<file path="config.mk">
export PLATFORM = sky130hd
export DESIGN_NAME = fft_sym_ctrl_flat
export DESIGN_NICKNAME = d
export VERILOG_FILES = /design/src/rtl/fft_sym_ctrl_if.sv /design/src/rtl/fft_sym_ctrl.sv /design/src/flat_wrapper.sv
export SDC_FILE = /design/constraint.sdc
export NUM_CORES = 1
export LEC_CHECK = 0
export CORE_MARGIN = 2
export CORE_UTILIZATION = 46
export DETAILED_ROUTE_END_ITERATION = 6
export DONT_BUFFER_PORTS = 1
export GPL_TIMING_DRIVEN = 0
export PLACE_DENSITY = 0.63
export SLEW_MARGIN = 10
export SYNTH_ARGS = -nofsm -noshare
export SYNTH_HDL_FRONTEND = slang
export SYNTH_SLANG_ARGS = --single-unit
</file>
<file path="constraint.sdc">
create_clock -name CLK -period 5.37 [get_ports CLK]
set_clock_uncertainty 0.05 [all_clocks]
set_input_delay 0.8055 -clock CLK [delete_from_list [all_inputs] [get_ports CLK]]
set_output_delay 0.8055 -clock CLK [all_outputs]
set_load 0.02 [all_outputs]
</file>
<file path="src/rtl/fft_sym_ctrl_if.sv">
// Sample, FFT and bin stream signals between the symbol sequencer and its neighbours.
interface fft_sym_ctrl_if #(
    parameter int unsigned width = 11
);
    // Input sample stream and symbol framing
    logic [5:0]       gi_len;
    logic             sym_start;
    logic             in_valid;
    logic [width-1:0] in_r;
    logic [width-1:0] in_i;

    // FFT core input port
    logic             fft_valid_a;
    logic [width-1:0] fft_ar;
    logic [width-1:0] fft_ai;

    // FFT core result port
    logic             fft_valid_o;
    logic [width-1:0] fft_xr;
    logic [width-1:0] fft_xi;

    // Tagged bin output
    logic             out_valid;
    logic [width-1:0] out_r;
    logic [width-1:0] out_i;
    logic [5:0]       out_idx;
    logic             out_last;

    // Status and sticky errors
    logic             busy;
    logic [7:0]       frame_cnt;
    logic             err_overrun;
    logic             err_timeout;
    logic             err_short;
    logic             err_clr;

    modport master (
        output gi_len, sym_start, in_valid, in_r, in_i,
        output fft_valid_o, fft_xr, fft_xi, err_clr,
        input  fft_valid_a, fft_ar, fft_ai,
        input  out_valid, out_r, out_i, out_idx, out_last,
        input  busy, frame_cnt, err_overrun, err_timeout, err_short
    );

    modport slave (
        input  gi_len, sym_start, in_valid, in_r, in_i,
        input  fft_valid_o, fft_xr, fft_xi, err_clr,
        output fft_valid_a, fft_ar, fft_ai,
        output out_valid, out_r, out_i, out_idx, out_last,
        output busy, frame_cnt, err_overrun, err_timeout, err_short
    );
endinterface

</file>
<file path="src/rtl/fft_sym_ctrl.sv">
// Symbol sequencer around a 64-point FFT: drops the guard interval, feeds 64 samples,
// then tags the 64-bin result burst with index/last and flags overrun, timeout, short burst.
module fft_sym_ctrl #(
    parameter int unsigned width = 11,
    parameter int unsigned TMO   = 1023
) (
    input  logic          CLK,
    input  logic          RST,
    fft_sym_ctrl_if.slave bus
);
    localparam int unsigned     TmoW    = $clog2(TMO + 1);
    // Last WAIT cycle: the counter would reach TMO on the next increment.
    localparam logic [TmoW-1:0] TmoLast = TmoW'(TMO - 1);

    typedef enum logic [2:0] {StIdle, StSkip, StLoad, StWait, StDrain} state_e;

    state_e          r_state, w_state_d;
    logic [5:0]      r_cnt, w_cnt_d;
    logic [5:0]      r_gi_len, w_gi_d;
    logic [TmoW-1:0] r_tmo, w_tmo_d;

    logic w_start;
    logic w_fwd;
    logic w_emit;
    logic w_emit_last;
    logic w_set_overrun;
    logic w_set_timeout;
    logic w_set_short;

    logic             r_fft_valid_a;
    logic [width-1:0] r_fft_ar;
    logic [width-1:0] r_fft_ai;
    logic             r_out_valid;
    logic [width-1:0] r_out_r;
    logic [width-1:0] r_out_i;
    logic [5:0]       r_out_idx;
    logic             r_out_last;
    logic             r_busy;
    logic [7:0]       r_frame_cnt;
    logic             r_err_overrun;
    logic             r_err_timeout;
    logic             r_err_short;

    // A symbol start is accepted only before loading has begun.
    assign w_start = bus.sym_start && (r_state == StIdle || r_state == StSkip);

    // State, sample/bin counter, latched guard length and timeout counter.
    always_ff @(posedge CLK) begin
        if (RST) begin
            r_state  <= StIdle;
            r_cnt    <= '0;
            r_gi_len <= '0;
            r_tmo    <= '0;
        end else begin
            r_state  <= w_state_d;
            r_cnt    <= w_cnt_d;
            r_gi_len <= w_gi_d;
            r_tmo    <= w_tmo_d;
        end
    end

    // Next-state and counter update; a sample arriving with the start marker is sample 0.
    always_comb begin
        w_state_d = r_state;
        w_cnt_d   = r_cnt;
        w_gi_d    = r_gi_len;
        w_tmo_d   = r_tmo;
        if (w_start) begin
            w_gi_d = bus.gi_len;
            if (bus.gi_len == 6'd0) begin
                w_state_d = StLoad;
                w_cnt_d   = bus.in_valid ? 6'd1 : 6'd0;
            end else if (bus.in_valid && bus.gi_len == 6'd1) begin
                w_state_d = StLoad;
                w_cnt_d   = 6'd0;
            end else begin
                w_state_d = StSkip;
                w_cnt_d   = bus.in_valid ? 6'd1 : 6'd0;
            end
        end else begin
            unique case (r_state)
                StIdle: begin
                end
                StSkip: begin
                    if (bus.in_valid) begin
                        if (r_cnt + 6'd1 == r_gi_len) begin
                            w_state_d = StLoad;
                            w_cnt_d   = 6'd0;
                        end else begin
                            w_cnt_d = r_cnt + 6'd1;
                        end
                    end
                end
                StLoad: begin
                    if (bus.in_valid) begin
                        if (r_cnt == 6'd63) begin
                            w_state_d = StWait;
                            w_cnt_d   = 6'd0;
                            w_tmo_d   = '0;
                        end else begin
                            w_cnt_d = r_cnt + 6'd1;
                        end
                    end
                end
                StWait: begin
                    if (bus.fft_valid_o) begin
                        w_state_d = StDrain;
                        w_cnt_d   = 6'd1;
                    end else if (r_tmo == TmoLast) begin
                        w_state_d = StIdle;
                    end else begin
                        w_tmo_d = r_tmo + 1'b1;
                    end
                end
                StDrain: begin
                    if (bus.fft_valid_o && r_cnt != 6'd63) begin
                        w_cnt_d = r_cnt + 6'd1;
                    end else begin
                        w_state_d = StIdle;
                        w_cnt_d   = 6'd0;
                    end
                end
                default: begin
                    w_state_d = StIdle;
                end
            endcase
        end
    end

    // Per-cycle strobes and error events decoded from the current state.
    always_comb begin
        w_fwd         = bus.in_valid &&
                        (r_state == StLoad || (w_start && bus.gi_len == 6'd0));
        w_emit        = bus.fft_valid_o && (r_state == StWait || r_state == StDrain);
        w_emit_last   = bus.fft_valid_o && r_state == StDrain && r_cnt == 6'd63;
        w_set_overrun = bus.sym_start &&
                        (r_state == StLoad || r_state == StWait || r_state == StDrain);
        w_set_timeout = r_state == StWait && !bus.fft_valid_o && r_tmo == TmoLast;
        w_set_short   = r_state == StDrain && !bus.fft_valid_o;
    end

    // Registered FFT input, bin output, status and sticky error flags (set beats clear).
    always_ff @(posedge CLK) begin
        if (RST) begin
            r_fft_valid_a <= 1'b0;
            r_fft_ar      <= '0;
            r_fft_ai      <= '0;
            r_out_valid   <= 1'b0;
            r_out_r       <= '0;
            r_out_i       <= '0;
            r_out_idx     <= '0;
            r_out_last    <= 1'b0;
            r_busy        <= 1'b0;
            r_frame_cnt   <= '0;
            r_err_overrun <= 1'b0;
            r_err_timeout <= 1'b0;
            r_err_short   <= 1'b0;
        end else begin
            r_fft_valid_a <= w_fwd;
            if (w_fwd) begin
                r_fft_ar <= bus.in_r;
                r_fft_ai <= bus.in_i;
            end
            r_out_valid <= w_emit;
            r_out_last  <= w_emit_last;
            if (w_emit) begin
                r_out_r   <= bus.fft_xr;
                r_out_i   <= bus.fft_xi;
                r_out_idx <= r_cnt;
            end
            r_busy <= (r_state != StIdle);
            if (w_emit_last) begin
                r_frame_cnt <= r_frame_cnt + 8'd1;
            end
            r_err_overrun <= w_set_overrun | (r_err_overrun & ~bus.err_clr);
            r_err_timeout <= w_set_timeout | (r_err_timeout & ~bus.err_clr);
            r_err_short   <= w_set_short   | (r_err_short   & ~bus.err_clr);
        end
    end

    assign bus.fft_valid_a = r_fft_valid_a;
    assign bus.fft_ar      = r_fft_ar;
    assign bus.fft_ai      = r_fft_ai;
    assign bus.out_valid   = r_out_valid;
    assign bus.out_r       = r_out_r;
    assign bus.out_i       = r_out_i;
    assign bus.out_idx     = r_out_idx;
    assign bus.out_last    = r_out_last;
    assign bus.busy        = r_busy;
    assign bus.frame_cnt   = r_frame_cnt;
    assign bus.err_overrun = r_err_overrun;
    assign bus.err_timeout = r_err_timeout;
    assign bus.err_short   = r_err_short;
endmodule

</file>
<file path="src/flat_wrapper.sv">
// flat-port wrapper written by rule: the top's interface ports become plain ports
module fft_sym_ctrl_flat 
#(
    parameter int unsigned width = 11,
    parameter int unsigned TMO   = 1023
)
  (CLK, RST, bus_gi_len, bus_sym_start, bus_in_valid, bus_in_r, bus_in_i, bus_fft_valid_o, bus_fft_xr, bus_fft_xi, bus_err_clr, bus_fft_valid_a, bus_fft_ar, bus_fft_ai, bus_out_valid, bus_out_r, bus_out_i, bus_out_idx, bus_out_last, bus_busy, bus_frame_cnt, bus_err_overrun, bus_err_timeout, bus_err_short);
  fft_sym_ctrl_if #(.width(width)) bus_i ();
  input  logic CLK;
  input  logic RST;
  input wire logic [$bits(bus_i.gi_len)-1:0] bus_gi_len;
  input wire logic [$bits(bus_i.sym_start)-1:0] bus_sym_start;
  input wire logic [$bits(bus_i.in_valid)-1:0] bus_in_valid;
  input wire logic [$bits(bus_i.in_r)-1:0] bus_in_r;
  input wire logic [$bits(bus_i.in_i)-1:0] bus_in_i;
  input wire logic [$bits(bus_i.fft_valid_o)-1:0] bus_fft_valid_o;
  input wire logic [$bits(bus_i.fft_xr)-1:0] bus_fft_xr;
  input wire logic [$bits(bus_i.fft_xi)-1:0] bus_fft_xi;
  input wire logic [$bits(bus_i.err_clr)-1:0] bus_err_clr;
  output wire logic [$bits(bus_i.fft_valid_a)-1:0] bus_fft_valid_a;
  output wire logic [$bits(bus_i.fft_ar)-1:0] bus_fft_ar;
  output wire logic [$bits(bus_i.fft_ai)-1:0] bus_fft_ai;
  output wire logic [$bits(bus_i.out_valid)-1:0] bus_out_valid;
  output wire logic [$bits(bus_i.out_r)-1:0] bus_out_r;
  output wire logic [$bits(bus_i.out_i)-1:0] bus_out_i;
  output wire logic [$bits(bus_i.out_idx)-1:0] bus_out_idx;
  output wire logic [$bits(bus_i.out_last)-1:0] bus_out_last;
  output wire logic [$bits(bus_i.busy)-1:0] bus_busy;
  output wire logic [$bits(bus_i.frame_cnt)-1:0] bus_frame_cnt;
  output wire logic [$bits(bus_i.err_overrun)-1:0] bus_err_overrun;
  output wire logic [$bits(bus_i.err_timeout)-1:0] bus_err_timeout;
  output wire logic [$bits(bus_i.err_short)-1:0] bus_err_short;
  assign bus_i.gi_len = bus_gi_len;
  assign bus_i.sym_start = bus_sym_start;
  assign bus_i.in_valid = bus_in_valid;
  assign bus_i.in_r = bus_in_r;
  assign bus_i.in_i = bus_in_i;
  assign bus_i.fft_valid_o = bus_fft_valid_o;
  assign bus_i.fft_xr = bus_fft_xr;
  assign bus_i.fft_xi = bus_fft_xi;
  assign bus_i.err_clr = bus_err_clr;
  assign bus_fft_valid_a = bus_i.fft_valid_a;
  assign bus_fft_ar = bus_i.fft_ar;
  assign bus_fft_ai = bus_i.fft_ai;
  assign bus_out_valid = bus_i.out_valid;
  assign bus_out_r = bus_i.out_r;
  assign bus_out_i = bus_i.out_i;
  assign bus_out_idx = bus_i.out_idx;
  assign bus_out_last = bus_i.out_last;
  assign bus_busy = bus_i.busy;
  assign bus_frame_cnt = bus_i.frame_cnt;
  assign bus_err_overrun = bus_i.err_overrun;
  assign bus_err_timeout = bus_i.err_timeout;
  assign bus_err_short = bus_i.err_short;
  fft_sym_ctrl #(.width(width), .TMO(TMO)) u_core (.CLK(CLK), .RST(RST), .bus(bus_i));
endmodule
</file>
== Yosys cells after proc, flatten, opt, wreduce, memory -nomap -nowiden ==
Index checks and enable logic that the tools add are counted.
Operators by class
  $add $sub $neg: 3
  equality and inequality tests: 21
  mux-type cells: 27
  bitwise operators: 8
  reduce and logical (&&, ||, !) cells: 26
Operator list (number)
  6-bit two-way mux: 9
  10-bit two-way mux: 4
  3-bit two-way mux: 9
  6-bit case mux with 4 select lines: 1
  10-bit case mux with 2 select lines: 1
  3-bit by 2-bit inequality test with 1-bit output (second input constant): 5
  3-bit case mux with 5 select lines: 1
  1-bit logical AND: 12
  10-bit by 1-bit adder with 10-bit output (second input constant): 1
  10-bit equality test (second input constant): 1
  8-bit by 1-bit adder with 8-bit output (second input constant): 1
  7-bit AND reduction: 1
  6-bit by 1-bit adder with 6-bit output (second input constant): 1
  3-bit by 2-bit equality test with 1-bit output (second input constant): 2
  6-bit by 1-bit equality test with 1-bit output (second input constant): 1
  6-bit equality test: 1
  6-bit equality test (second input constant): 1
  6-bit logical NOT: 1
  2-bit inequality test (second input constant): 3
  6-bit inequality test (second input constant): 1
  6-bit AND reduction: 1
  1-bit logical OR: 5
  5-bit nonzero test: 1
  2-bit by 1-bit inequality test with 1-bit output (second input constant): 2
  14 further kinds: 19
Word-level totals
  flip-flop bits (word level): 90
  input port bits: 56
  output and inout bits: 65
  logic and storage cells: 102

== Longest topological paths before layout ==
  word-level depth: 6
  depth in mapped cells: 8
  depth with buffers taken out: 8

== Least setup slack after synthesis ==
Ideal clock, no wire load.
  kind: input-to-reg
  start: input bus_in_valid
  end: register u_core.r_tmo[4]
  library setup time: 71 ps
  data arrival time: 2278 ps
  data required time: 5249 ps
  slack: 2972 ps
  cell stages on the path: 7
  buffers on the path: 1
  cell sequence: clkbuf_2 > inv_1 > or4_4 > a21oi_4 > nand2_4 > or3_1 > a21oi_1
Between the ends
  word-level cells in the longest chain between the ends: 2
RTL lines
  start, declared: RTL line flat_wrapper.sv:13  | input wire logic [$bits(bus_i.in_valid)-1:0] bus_in_valid;
  2-bit inequality test (no source line)
  6-bit AND reduction (no source line)
  end signal, assigned: RTL line fft_sym_ctrl.sv:58  | r_tmo <= w_tmo_d;
  end, declared: RTL line fft_sym_ctrl.sv:20  | logic [TmoW-1:0] r_tmo, w_tmo_d;
No other way between the ends.
A chain may end at the register's enable or synchronous reset.

== Worst setup path in the final report ==
  start: register u_core.r_state[0]
  end: register u_core.r_out_idx[0], in the netlist u_core.bus.out_idx[0]
Between the ends
  word-level cells in the longest chain between the ends: 3
  elaborated cells on any way between the ends: 4
  those cells by class: eq/ne: 2; reduce/logical: 2
RTL lines
  start, declared: RTL line fft_sym_ctrl.sv:17  | state_e r_state, w_state_d;
  start signal, assigned: RTL line fft_sym_ctrl.sv:50  | r_state <= StIdle;
  start signal, assigned: RTL line fft_sym_ctrl.sv:55  | r_state <= w_state_d;
  3-bit by 2-bit equality test with 1-bit output / 3-bit equality test (equally long branches): RTL line fft_sym_ctrl.sv:134  | w_emit = bus.fft_valid_o && (r_state == StWait || r_state == StDrain);
  1-bit logical OR (*): RTL line fft_sym_ctrl.sv:134
  1-bit logical AND (*): RTL line fft_sym_ctrl.sv:134
  end signal, assigned: RTL line fft_sym_ctrl.sv:169  | r_out_idx <= r_cnt;
  end, declared: RTL line fft_sym_ctrl.sv:36  | logic [5:0] r_out_idx;
Mark *: on every way between the ends. The rest lies on a longest branch, timed or not.

==> impl_metrics.toml <==
[setup_path]
worstSetupPathType = "reg -> reg"
critPathLaunchType = "flip-flop"
worst_setup_path_end_kind = "flip-flop"
worstPathMaxFanout = 10
critPathArrivalTime_ns = 2.76
worst_ep_required_time_ns = 5.61

[layout]
diode_insertion_count_for_antenna_repair = 0
area_growth_syn_to_layout_pct = 8.24
mostFrequentLayoutCells = "91 x nand2_1, 90 x dfxtp_1, 60 x nor2_1"
mostFrequentLayoutCell = "nand2_1"
final_layout_size_suffix_gt1_share_pct = 7.92
final_nets = 535
finalNonFillerCells = 585

[placed_design]
globalplace.congestion = 0.886
placed_cells = 569
hpwlAfterDp_um = 6500
placement.io_buffers = 0

[pwr]
power.ir.vdd_worst_uv = 124
cell_pwr_density_nw_per_um2 = 282
leakage_component_of_the_power_nw = 1.62

[timing]
setup_tns_ns = 0
hold_viol = 0
grt_setup_unrepaired = "false"
final_number_of_setup_violating_endpoints = 0
post_route_clock_period_utilization_pct = 46.9
worstMarginPinSlew_ns = 0.812
slew_headroom_pct = 45.7
peak_clock_frequency_supported_by_timing_ghz = 0.397
slew_viol_final = 0
fin_crit_ns = 2.52

[clock_network]
ctsHtreeMaxLevel = 3
cts.repair.resized = 0
cts-buffers-inserted = 9
cts_post_setup_buffers_inserted = 0
cts.hold.buffers_added = 0
cts-root-buf = "clkbuf_8"
clkLatencyLatePin_ns = 0.36
tritoncts = "done"
clk_path_buf_depth = 2
cts.sink_count = 90
clock_pin_slew_worst_setup_and_hold_paths_ns = 0.09

[logic_synthesis]
syn-mean-instance-area_um2 = 8.35
synthesis.yosys.warnings = 0
yosysSeqAreaShare_pct = 46.5
yosys_register_bits = 90
synth.cell_area_um2 = 3870
ys_async_sr_fraction_pct = 0
synthCells = 464
synth_nets = 524
synth-edff-count = 0
synth_cell_types = 54
ys.flop_type = "dfxtp_1"

[floorplan]
die-area_um2 = 9170
floorplan.io_pins = 121
die_width_um = 95.8
std_cell_rows = 33
chipHeight_um = 95.8
starting_density_pct = 47.4
core_outline_area_um2 = 8180

[routing]
route.vias.total = 3219
vias_per_cell = 5.50
final_wirelength_um = 8960
dr.pass1.iters = 6
detail-route-antenna-nets = 0
drt-wirelength-per-cell_um = 15.3
drt_first_iter_violations = 149
post-route-drc-count = 0

[global_route]
pin_count_of_the_biggest_net_entering_global_routing = 17
groute.usage.overall_pct = 19.8
grt_antenna_before_repair = 0
grt-ovfl-total = 0
grt_pass1_wl_um = 14000
first_global_vias = 3039

[outcome]
status = "finished, final reports clean"

[worst_hold_path]
worst_hold_path_type = "reg -> reg"

[job]
timing.max_cap.violations = 0
[where the power goes]
part | switching [W] | total, W | internal [W]
logic | 0.0000420 | 0.0000639 | 0.0000219
clock network | 0.000252 | 0.000436 | 0.000185
registers | 0.00000908 | 0.000682 | 0.000673
total | 0.000303 | 0.00118 | 0.000880
[cells by family after synthesis]
family                   share of synthesized area [%]
AO/OA/AOI/OAI                                     11.9
XOR/XNOR                                          4.75
adder cells (fa/ha/maj)                           1.29
buffers and inverters                             3.65
flip-flops                                        46.5
multiplexers                                      6.72
AND/OR/NAND/NOR                                   25.2
[state kept, by name, summed over array words and instances (netlist names), 8 cells and up]
name                  cells
u_core.bus.fft_ar        11
u_core.bus.fft_ai        11
u_core.bus.out_r         11
u_core.r_tmo             10
u_core.bus.frame_cnt      8
u_core.bus.out_i         11
[path summary, 6_finish.rpt]
path	slack, ns	startpoint	cells after the start	to
min reg2reg	0.43	u_core.r_gi_len[0]	2	u_core.r_gi_len[0]
max reg2reg	2.85	u_core.r_state[0]	8	u_core.bus.out_idx[0]
min	0.43	u_core.r_gi_len[0]	2	u_core.r_gi_len[0]
max	2.85	u_core.r_state[0]	8	u_core.bus.out_idx[0]
[layout make-up]
| class | count | area, µm² |
|---|---|---|
| Clock buffer | 10 | 138 |
| Sequential cell | 90 | 1800 |
| Inverter | 8 | 30.0 |
| Buffer | 25 | 111 |
| Fill cell | 779 | 3980 |
| Clock inverter | 6 | 50.0 |
| Tap cell | 105 | 131 |
| Multi-Input combinational cell | 341 | 1930 |
[routing by layer]
| layer | wire (µm) | GRT usage, % |
|---|---|---|
| met1 | 3860 | 23.8 |
| met2 | 4280 | 33.2 |
| met3 | 676 | 5.72 |
| met4 | 141 | 8.21 |
| met5 | 0 | 0 |
[stage by stage]
| step | utilization, % | hold WS (ns) | power, W | setup slack, ns | instance area (µm²) |
|---|---|---|---|---|---|
| 2_1_floorplan | - | 0.398 | 0.000745 | 2.97 | 3870 |
| 3_3_place_gp | 49.0 | 0.417 | 0.000760 | 2.80 | 4000 |
| 3_5_place_dp | 49.0 | 0.420 | 0.000762 | 2.76 | 4000 |
| 4_1_cts | 51.3 | 0.431 | 0.00119 | 2.87 | 4190 |
| 5_1_grt | 51.3 | 0.458 | 0.00123 | 2.62 | 4190 |
| 6_report | 51.3 | 0.426 | 0.00118 | 2.85 | 4190 |
[cells in the mapped netlist (all sizes together), types with 2 or more instances]
cell | number | area [µm²]
o22ai | 2 | 12.5
mux2i | 26 | 260
a211oi | 3 | 22.5
inv | 8 | 30.0
and2 | 4 | 25.0
or3 | 2 | 12.5
nand3b | 4 | 30.0
nand2b | 4 | 25.0
or4 | 2 | 22.5
nand4 | 5 | 31.3
xor2 | 14 | 123
dfxtp | 90 | 1800
o21ai | 9 | 45.0
a31oi | 2 | 12.5
nor2 | 61 | 236
nor4 | 2 | 12.5
nor3 | 9 | 45.0
nand3 | 14 | 82.6
o211ai | 2 | 15.0
a21oi | 48 | 252
buf | 10 | 53.8
clkbuf | 15 | 57.6
nand2 | 92 | 353
ha | 4 | 50.1
xnor2 | 7 | 61.3
a32oi | 2 | 17.5
and3 | 5 | 32.5
[critical path, cell delays in order, from the launching register on]
cell	delay [ns]
dfxtp_1	0.36
buf_2	0.22
inv_1	0.18
nor2_1	0.34
nor2_1	0.09
nor2_1	0.63
buf_2	0.36
nand2_1	0.09
a21oi_1	0.13
Power figures use the tool's default switching activity.
